==> config.mk <==
export PLATFORM = sky130hd
export DESIGN_NAME = pea_token_feeder
export DESIGN_NICKNAME = d
export VERILOG_FILES = /design/src/rtl/pea_pkg.sv /design/src/rtl/pea_token_pack.sv /design/src/rtl/pea_token_feeder.sv
export SDC_FILE = /design/constraint.sdc
export NUM_CORES = 1
export LEC_CHECK = 0
export CORE_MARGIN = 3
export CORE_UTILIZATION = 34
export CTS_CLUSTER_DIAMETER = 30
export DETAILED_ROUTE_END_ITERATION = 8
export PLACE_DENSITY = 0.84
export SLEW_MARGIN = 10
export SYNTH_ARGS = -nofsm -noshare
export SYNTH_HDL_FRONTEND = slang
export SYNTH_SLANG_ARGS = --single-unit
==> constraint.sdc <==
create_clock -name clk -period 2.09 [get_ports clk]
set_input_delay 0.3135 -clock clk [delete_from_list [all_inputs] [get_ports clk]]
set_output_delay 0.3135 -clock clk [all_outputs]
set_load 0.01 [all_outputs]
==> src/rtl/pea_pkg.sv <==
// Shared definitions for the PEA token feeder and the PEA command decoder.
// State encodings, command token field positions and the stall limit.
package pea_pkg;

    typedef enum logic [2:0] {
        S_IDLE,
        S_CHECK,
        S_WR_CMD,
        S_WR_DATA,
        S_DONE
    } state_t;

    localparam int OPC_LSB  = 8;
    localparam int OPC_W    = 8;
    localparam int ARG1_LSB = 5;
    localparam int ARG1_W   = 3;
    localparam int ARG2_LSB = 0;
    localparam int ARG2_W   = 5;

    localparam int TIMEOUT_LIMIT = 255;

endpackage

==> src/rtl/pea_token_pack.sv <==
// Packs opcode/arg1/arg2 into a command token; shared with the PEA decoder
// so both ends agree on field placement.
module pea_token_pack
    import pea_pkg::*;
#(
    parameter int WORD_SIZE = 16
) (
    input  logic [OPC_W-1:0]     opcode,
    input  logic [ARG1_W-1:0]    arg1,
    input  logic [ARG2_W-1:0]    arg2,
    output logic [WORD_SIZE-1:0] token
);

    always_comb begin
        token = '0;
        token[OPC_LSB +: OPC_W]   = opcode;
        token[ARG1_LSB +: ARG1_W] = arg1;
        token[ARG2_LSB +: ARG2_W] = arg2;
    end

endmodule

==> src/rtl/pea_token_feeder.sv <==
// Host-side producer of command/data tokens for the PEA input FIFOs.
// Optional host stall timeout with zero padding: PEA_FEEDER_TIMEOUT_EN.
module pea_token_feeder
    import pea_pkg::*;
#(
    parameter int WORD_SIZE   = 16,
    parameter int BUFFER_SIZE = 1024,
    parameter int MAX_COUNT   = 31,
    localparam int COUNT_W    = $clog2(MAX_COUNT + 1)
) (
    input  logic                 clk,
    input  logic                 rst,
    input  logic                 req_valid,
    output logic                 req_ready,
    input  logic [OPC_W-1:0]     req_instr,
    input  logic [ARG1_W-1:0]    req_arg1,
    input  logic [ARG2_W-1:0]    req_arg2,
    input  logic [COUNT_W-1:0]   req_count,
    input  logic [WORD_SIZE-1:0] host_data,
    input  logic                 host_data_valid,
    output logic                 host_data_ready,
    input  logic [WORD_SIZE-1:0] command_free_space,
    input  logic [WORD_SIZE-1:0] data_free_space,
    output logic                 wr_command,
    output logic [WORD_SIZE-1:0] command_out,
    output logic                 wr_data,
    output logic [WORD_SIZE-1:0] data_out,
    output logic                 busy,
    output logic                 done,
    output logic                 err_timeout
);

    localparam logic [WORD_SIZE-1:0] BUF_WORDS = WORD_SIZE'(BUFFER_SIZE);

    state_t               state, state_n;
    logic [COUNT_W-1:0]   rem, rem_n;
    logic [WORD_SIZE-1:0] cmd_n;
    logic [WORD_SIZE-1:0] token;
    logic [WORD_SIZE-1:0] dspace;
    logic                 space_ok;

    pea_token_pack #(
        .WORD_SIZE(WORD_SIZE)
    ) u_pack (
        .opcode(req_instr),
        .arg1  (req_arg1),
        .arg2  (req_arg2),
        .token (token)
    );

    // Reports above the FIFO depth are treated as a full-depth FIFO.
    assign dspace = (data_free_space > BUF_WORDS) ? BUF_WORDS
                                                  : data_free_space;

    assign space_ok = (command_free_space != '0) &&
        (dspace >= {{(WORD_SIZE-COUNT_W){1'b0}}, rem});

`ifdef PEA_FEEDER_TIMEOUT_EN
    localparam logic [7:0] STALL_MAX = 8'(TIMEOUT_LIMIT);

    logic [7:0] stall;
    logic       err_q;
    logic       pad;

    assign pad = (state == S_WR_DATA) && (stall == STALL_MAX);

    always_ff @(posedge clk or negedge rst) begin
        if (!rst) begin
            stall <= '0;
            err_q <= 1'b0;
        end else begin
            if (state != S_WR_DATA || (host_data_valid && !pad)) begin
                stall <= '0;
            end else if (!pad) begin
                stall <= stall + 8'd1;
            end
            if (pad) begin
                err_q <= 1'b1;
            end
        end
    end

    assign err_timeout = err_q;
`else
    assign err_timeout = 1'b0;
`endif

    always_ff @(posedge clk or negedge rst) begin
        if (!rst) begin
            state       <= S_IDLE;
            rem         <= '0;
            command_out <= '0;
        end else begin
            state       <= state_n;
            rem         <= rem_n;
            command_out <= cmd_n;
        end
    end

    always_comb begin
        state_n         = state;
        rem_n           = rem;
        cmd_n           = command_out;
        req_ready       = 1'b0;
        host_data_ready = 1'b0;
        wr_command      = 1'b0;
        wr_data         = 1'b0;
        data_out        = '0;
        done            = 1'b0;

        unique case (state)
            S_IDLE: begin
                req_ready = 1'b1;
                if (req_valid) begin
                    cmd_n   = token;
                    rem_n   = req_count;
                    state_n = S_CHECK;
                end
            end
            S_CHECK: begin
                if (space_ok) begin
                    state_n = S_WR_CMD;
                end
            end
            S_WR_CMD: begin
                wr_command = 1'b1;
                state_n    = (rem == '0) ? S_DONE : S_WR_DATA;
            end
            S_WR_DATA: begin
`ifdef PEA_FEEDER_TIMEOUT_EN
                if (pad) begin
                    wr_data = 1'b1;
                end else begin
                    host_data_ready = 1'b1;
                    wr_data         = host_data_valid;
                    data_out        = host_data;
                end
`else
                host_data_ready = 1'b1;
                wr_data         = host_data_valid;
                data_out        = host_data;
`endif
                if (wr_data) begin
                    rem_n = rem - COUNT_W'(1);
                    if (rem == COUNT_W'(1)) begin
                        state_n = S_DONE;
                    end
                end
            end
            S_DONE: begin
                done    = 1'b1;
                state_n = S_IDLE;
            end
            default: state_n = S_IDLE;
        endcase
    end

    assign busy = (state != S_IDLE);

endmodule

# After elaboration in Yosys (flattened, before gate mapping)

Index checks and enable logic that the tools add are counted.

Bits in registers: 24
Output and inout bits: 39
Logic and storage cells: 40

$add $sub $neg: 1
$lt $le $gt $ge: 2
Eq/ne operators: 9
Mux-type cells: 16
Reduce and logical (&&, ||, !) cells: 9

Operator list:

| kind                                                            | number |
|---|---|
| two-way mux 16 bit                                              | 2 |
| greater-or-equal comparator 16 x 5 -> 1 bit                     | 1 |
| greater-than comparator 16 x 11 -> 1 bit, second input constant | 1 |
| nonzero test 16 bit                                             | 1 |
| two-way mux 3 bit                                               | 5 |
| one-hot mux 3 bit (4 select lines)                              | 1 |
| two-way mux 5 bit                                               | 2 |
| one-hot mux 5 bit (2 select lines)                              | 1 |
| inequality test 2 bit, second input constant                    | 4 |
| == test 3 x 2 -> 1 bit, second input constant                   | 2 |
| == test 5 x 1 -> 1 bit, second input constant                   | 1 |
| zero test 5 bit                                                 | 1 |
| two-way mux 1 bit                                               | 5 |
| subtractor 5 x 1 -> 5 bit, second input constant                | 1 |
| AND reduction 4 bit                                             | 1 |
| == test 3 x 1 -> 1 bit, second input constant                   | 1 |
| == test 3 bit, second input constant                            | 1 |
| zero test 3 bit                                                 | 1 |
| AND reduction 3 bit                                             | 1 |
| nonzero test 3 bit                                              | 1 |
| AND reduction 2 bit                                             | 1 |
| nonzero test 2 bit                                              | 1 |
| logical AND 1 bit                                               | 1 |

# Longest topological paths before layout

Word-level depth: 6
Depth in mapped cells: 10
Mapped depth without buffers: 10

# Modules after synthesis

A second synthesis with hierarchy kept.

Cell total of the unflattened synthesis: 206
Area total of the unflattened synthesis: 1,631.6 um2

Modules (own cells, without submodules):

| module           | times used | cells each | area an instance (um2) | sequential area each (um2) |
|---|---|---|---|---|
| pea_token_feeder | 1          | 190        | 1,511.4                | 600.6 |
| pea_token_pack   | 1          | 16         | 120.1                  | 0.0 |

# Least setup slack after synthesis

No wires, ideal clock.

Path kind: input-to-reg
Start point: input port data_free_space[6]
End point: register state[1]
Setup time: 0.120 ns
Data arrival time: 2.395 ns
Slack: -0.424 ns
Cell stages on the path: 10
Buffers on the path: 0
Path through: or4_1 > nor2_1 > nand3_1 > a211o_1 > nor2_1 > ha_1 > a2111oi_0 > a21oi_1 > a21o_1 > and3_1

Cells in the longest elaborated chain, start to end: 6

Ends and longest elaborated chain:

| what                                          | line                   | RTL |
|---|---|---|
| start, declared                               | pea_token_feeder.sv:23 | `input logic [WORD_SIZE-1:0] data_free_space,` |
| greater-than comparator 16 x 11 -> 1 bit      | pea_token_feeder.sv:52 | `assign dspace = (data_free_space > BUF_WORDS) ? BUF_WORDS` |
| two-way mux 16 bit *                          | pea_token_feeder.sv:52 |  |
| greater-or-equal comparator 16 x 5 -> 1 bit * | pea_token_feeder.sv:56 | `(dspace >= {{(WORD_SIZE-COUNT_W){1'b0}}, rem});` |
| logical AND 1 bit *                           | pea_token_feeder.sv:55 | `assign space_ok = (command_free_space != '0) &&` |
| inequality test 2 bit (no source line) *      | --                     |  |
| AND reduction 4 bit (no source line) *        | --                     |  |
| end signal, assigned                          | pea_token_feeder.sv:94 | `state <= state_n;` |
| end, declared                                 | pea_token_feeder.sv:35 | `state_t state, state_n;` |

Mark *: on every way between the ends. The rest lies on a longest branch, timed or not.
A chain may end at the register's enable or synchronous reset.

# Worst setup path after layout

Start point: input port data_free_space[9]
End point: register state[1]

Same word-level chain as after synthesis.

==> results.py <==
metrics = {
    "run_status": {
        "status": "finished, violations left",
        "violations": "setup timing",
    },
    "power": {
        "power_density_nw_per_um2": 1010,
        "fin_total_pwr_mw": 2.95,
        "ir_worst_vdd_uv": 574,
        "leakage_nw": 1.42,
    },
    "global_route": {
        "grt_use_met1_pct": 23.7,
        "grt.total_usage_pct": 20.1,
        "use_met2_pct": 37.3,
        "gr-total-overflow": 0,
        "grt_max_degree": 25,
        "grt_pass1_wl_mm": 8.39,
        "grt_pass1_vias": 1846,
        "grt_busiest_layer": "met2",
        "use_met3_pct": 3.72,
        "antenna_found_initial": 0,
    },
    "floorplan": {
        "row_count": 23,
        "die_area_um2": 5280,
        "initial_core_util_pct": 36.5,
        "die_h_um": 72.7,
        "core-area_um2": 4140,
        "ioPinCount": 112,
        "fp.dieW_um": 72.7,
    },
    "synth": {
        "synth_edf_count": 0,
        "synth_most_common_cell": "nand2_1",
        "seq_area_frac_synth_pct": 39.7,
        "synthCells": 190,
        "async_flop_share_pct": 100,
        "synth_top_flop_cell": "dfrtp_1",
        "yosysTopAreaCellShare_pct": 39.7,
        "synth_area_um2": 1510,
        "synthTopCellsByCount": "nand2_1, dfrtp_1, and2_1, nor2_1, inv_1",
        "ys_warn_count": 0,
        "syn_avg_cell_area_um2": 7.96,
        "synthTopCellsByArea": "dfrtp_1, nand2_1, and2_1, ha_1, nor2_1",
        "synth_nets": 271,
        "yosysUniqueCellTypes": 37,
        "synth.ff_latch_count": 24,
        "synth_top_cell_by_area": "dfrtp_1",
    },
    "worst_setup_path": {
        "endpoint_kind": "flop",
        "worst-path-max-fanout": 2,
        "cp_cell_sequence": "buf_6 > or4_4 > nor2_4 > buf_4 > buf_4 > buf_4 > buf_4 > buf_4 > buf_4 > buf_4 > buf_4 > buf_4 > buf_4 > buf_4 > nand4b_1 > a21o_1 > and3_1",
        "r2r_slack_ps": 300,
        "path_delay_family": "buffers and inverters",
        "worst-path-buf-inv": 12,
        "slowest_stage": "or4_4",
        "start_kind": "input pin",
        "worstPathArrival_ps": 2510,
        "worstPathRequired_ps": 2260,
        "slowest_delay_ps": 530,
        "cp_common_cell": "buf_4",
        "crit_type": "input pin to flop",
    },
    "min_path": {
        "hp-class": "input pin to asynchronous set/reset pin",
    },
    "detailed_routing": {
        "vias_per_cell": 4.78,
        "drc": 0,
        "drt_iter0_drc": 77,
        "drt_pass1_iterations": 4,
        "wl_per_cell_um": 13.9,
        "wl_mm": 5.15,
        "postRouteAntennaNets": 0,
        "vias": 1767,
    },
    "placement": {
        "dpl.hpwl_mm": 3.87,
        "place_inst": 354,
        "place.gp.congestion": 0.841,
        "io_buffers": 110,
    },
    "cts": {
        "insertion_delay_ps": 270,
        "postCtsHoldBufs": 0,
        "cts_buffers": 3,
        "clock_sinks": 24,
        "cts_tree": "built",
        "cts.path.max_buffers": 2,
        "cts.clk_slew.worst_paths_ps": 90,
        "htree_levels": 1,
        "clockRootBuffer": "clkbuf_8",
    },
    "finish": {
        "drive_gt1_share_pct": 14.4,
        "synthToLayoutAreaGrowth_pct": 92.6,
        "multi_input_area_um2": 880,
        "seq_area_um2": 601,
        "fill_cells": 342,
        "final_nets": 402,
        "diodes": 0,
        "stdcell_count": 370,
    },
    "timing": {
        "rsz0062_at_grt": "yes",
        "setup_viol": 2,
        "min_period_ps": 2350,
        "fin_crit_sh_pct": 112,
        "fin_worst_skew_ps": 2.13,
        "relSlewSlack_pct": 59.8,
        "slew_violations": 0,
        "worst_pin_slew_ps": 594,
        "fmax_mhz": 426,
        "final-hold-violation-count": 0,
        "setup_slack_ps": -256,
    },
    "flow_run": {
        "drv_cap": 0,
    },
}
## layer usage
| metal | part of all wire [%] | vias up |
|---|---|---|
| li1 | - | 891 |
| met3 | 5.7 | 6 |
| met1 | 39 | 804 |
| met2 | 54 | 66 |
| met5 | 0 | - |
| met4 | 1.3 | 0 |
## metrics by stage
| stage | hold WS [ps] | utilization [%] | setup WS, ps | instance area (um2) | setup TNS [ps] |
|---|---|---|---|---|---|
| 2_1_floorplan | 17.9 | - | -359 | 1520 | -638 |
| 3_3_place_gp | 456 | 66.0 | -790 | 2740 | -1500 |
| 3_5_place_dp | 461 | 66.0 | -876 | 2740 | -1710 |
| 4_1_cts | 409 | 69.4 | -270 | 2880 | -505 |
| 5_1_grt | 420 | 70.3 | -338 | 2910 | -659 |
| 6_report | 394 | 70.3 | -256 | 2910 | -475 |
## repair_timing
action,CTS,global route
gates resized for setup,39,12
setup endpoints to repair,20,5
pin swaps,11,11
setup buffers,12,0
## kinds of logic after synthesis
| logic type | synth area share (%) |
|---|---|
| simple gates | 36.3 |
| other cells | 0.248 |
| flops | 39.7 |
| fa+ha+maj | 6.62 |
| compound gates | 10.4 |
| buf+inv | 6.62 |
## worst paths after layout
kind / startpoint / end / cells after the start
setup / recovery: data_free_space[9] / state[1]$_DFFE_PN0P_ / 17
hold / removal: rst / command_out[12]$_DFFE_PN0P_ / 2
setup reg to reg: rem[1]$_DFFE_PN0P_ / state[0]$_DFFE_PN0P_ / 6
hold reg to reg: command_out[13]$_DFFE_PN0P_ / command_out[13]$_DFFE_PN0P_ / 2
max in group asynchronous: rst / rem[0]$_DFFE_PN0P_ / 2
min in group clk: command_out[13]$_DFFE_PN0P_ / command_out[13]$_DFFE_PN0P_ / 2
## layout make-up
| class | count | area share [%] |
|---|---|---|
| Timing Repair Buffer | 135 | 43.6 |
| Inverter | 12 | 1.55 |
| Tap cell | 50 | 2.15 |
| Sequential cell | 24 | 20.6 |
| Multi-Input combinational cell | 145 | 30.2 |
| Clock buffer | 4 | 1.89 |
## report_power, final
group          total (mW)  switching, mW  internal (mW)  leakage, nW
Clock               0.322          0.154          0.168       0.0288
Sequential          0.828          0.150          0.678        0.294
Combinational        1.80          0.809          0.990         1.10
Total                2.95           1.11           1.84         1.42
## cells in the final DEF, fill, tap and decap left out, drive strengths merged
cell type      synthesis  routed
nor3                   2       2
clkbuf                 4       6
a211oi                 2       2
clkdlybuf4s15          0       2
nand2                 53      53
a211o                  1       1
or4                    4       4
o22ai                  3       3
a2111oi                1       1
o211ai                 3       3
nand4                  4       4
a21o                   1       1
and3                   2       2
nor3b                  3       3
and2                  17      17
conb                   1       1
clkdlybuf4s50          0      83
o21ai                  6       6
a21oi                  8       8
a31oi                  1       1
or3                    1       1
nand2b                 3       3
inv                   12      12
and3b                  1       1
nor4                   3       3
ha                     8       8
dfrtp                 24      24
dlymetal6s2s           0       3
nand4b                 1       1
nor2b                  1       1
nand3                  2       2
dlygate4sd2            0      17
nor4b                  1       1
buf                    5      28
nor2                  12      12
## sequential cells by signal (all words and copies together), names as in the netlist
signal,cells
command_out,16
state,3
rem,5
## worst reg2reg max path, delay by kind of cell (launching register included)
family          cells  cell delay [ps]
compound gates      3              450
fa+ha+maj           1              170
buf+inv             1              150
flops               1              410
simple gates        1              500
(Power assumes the default switching activity.)
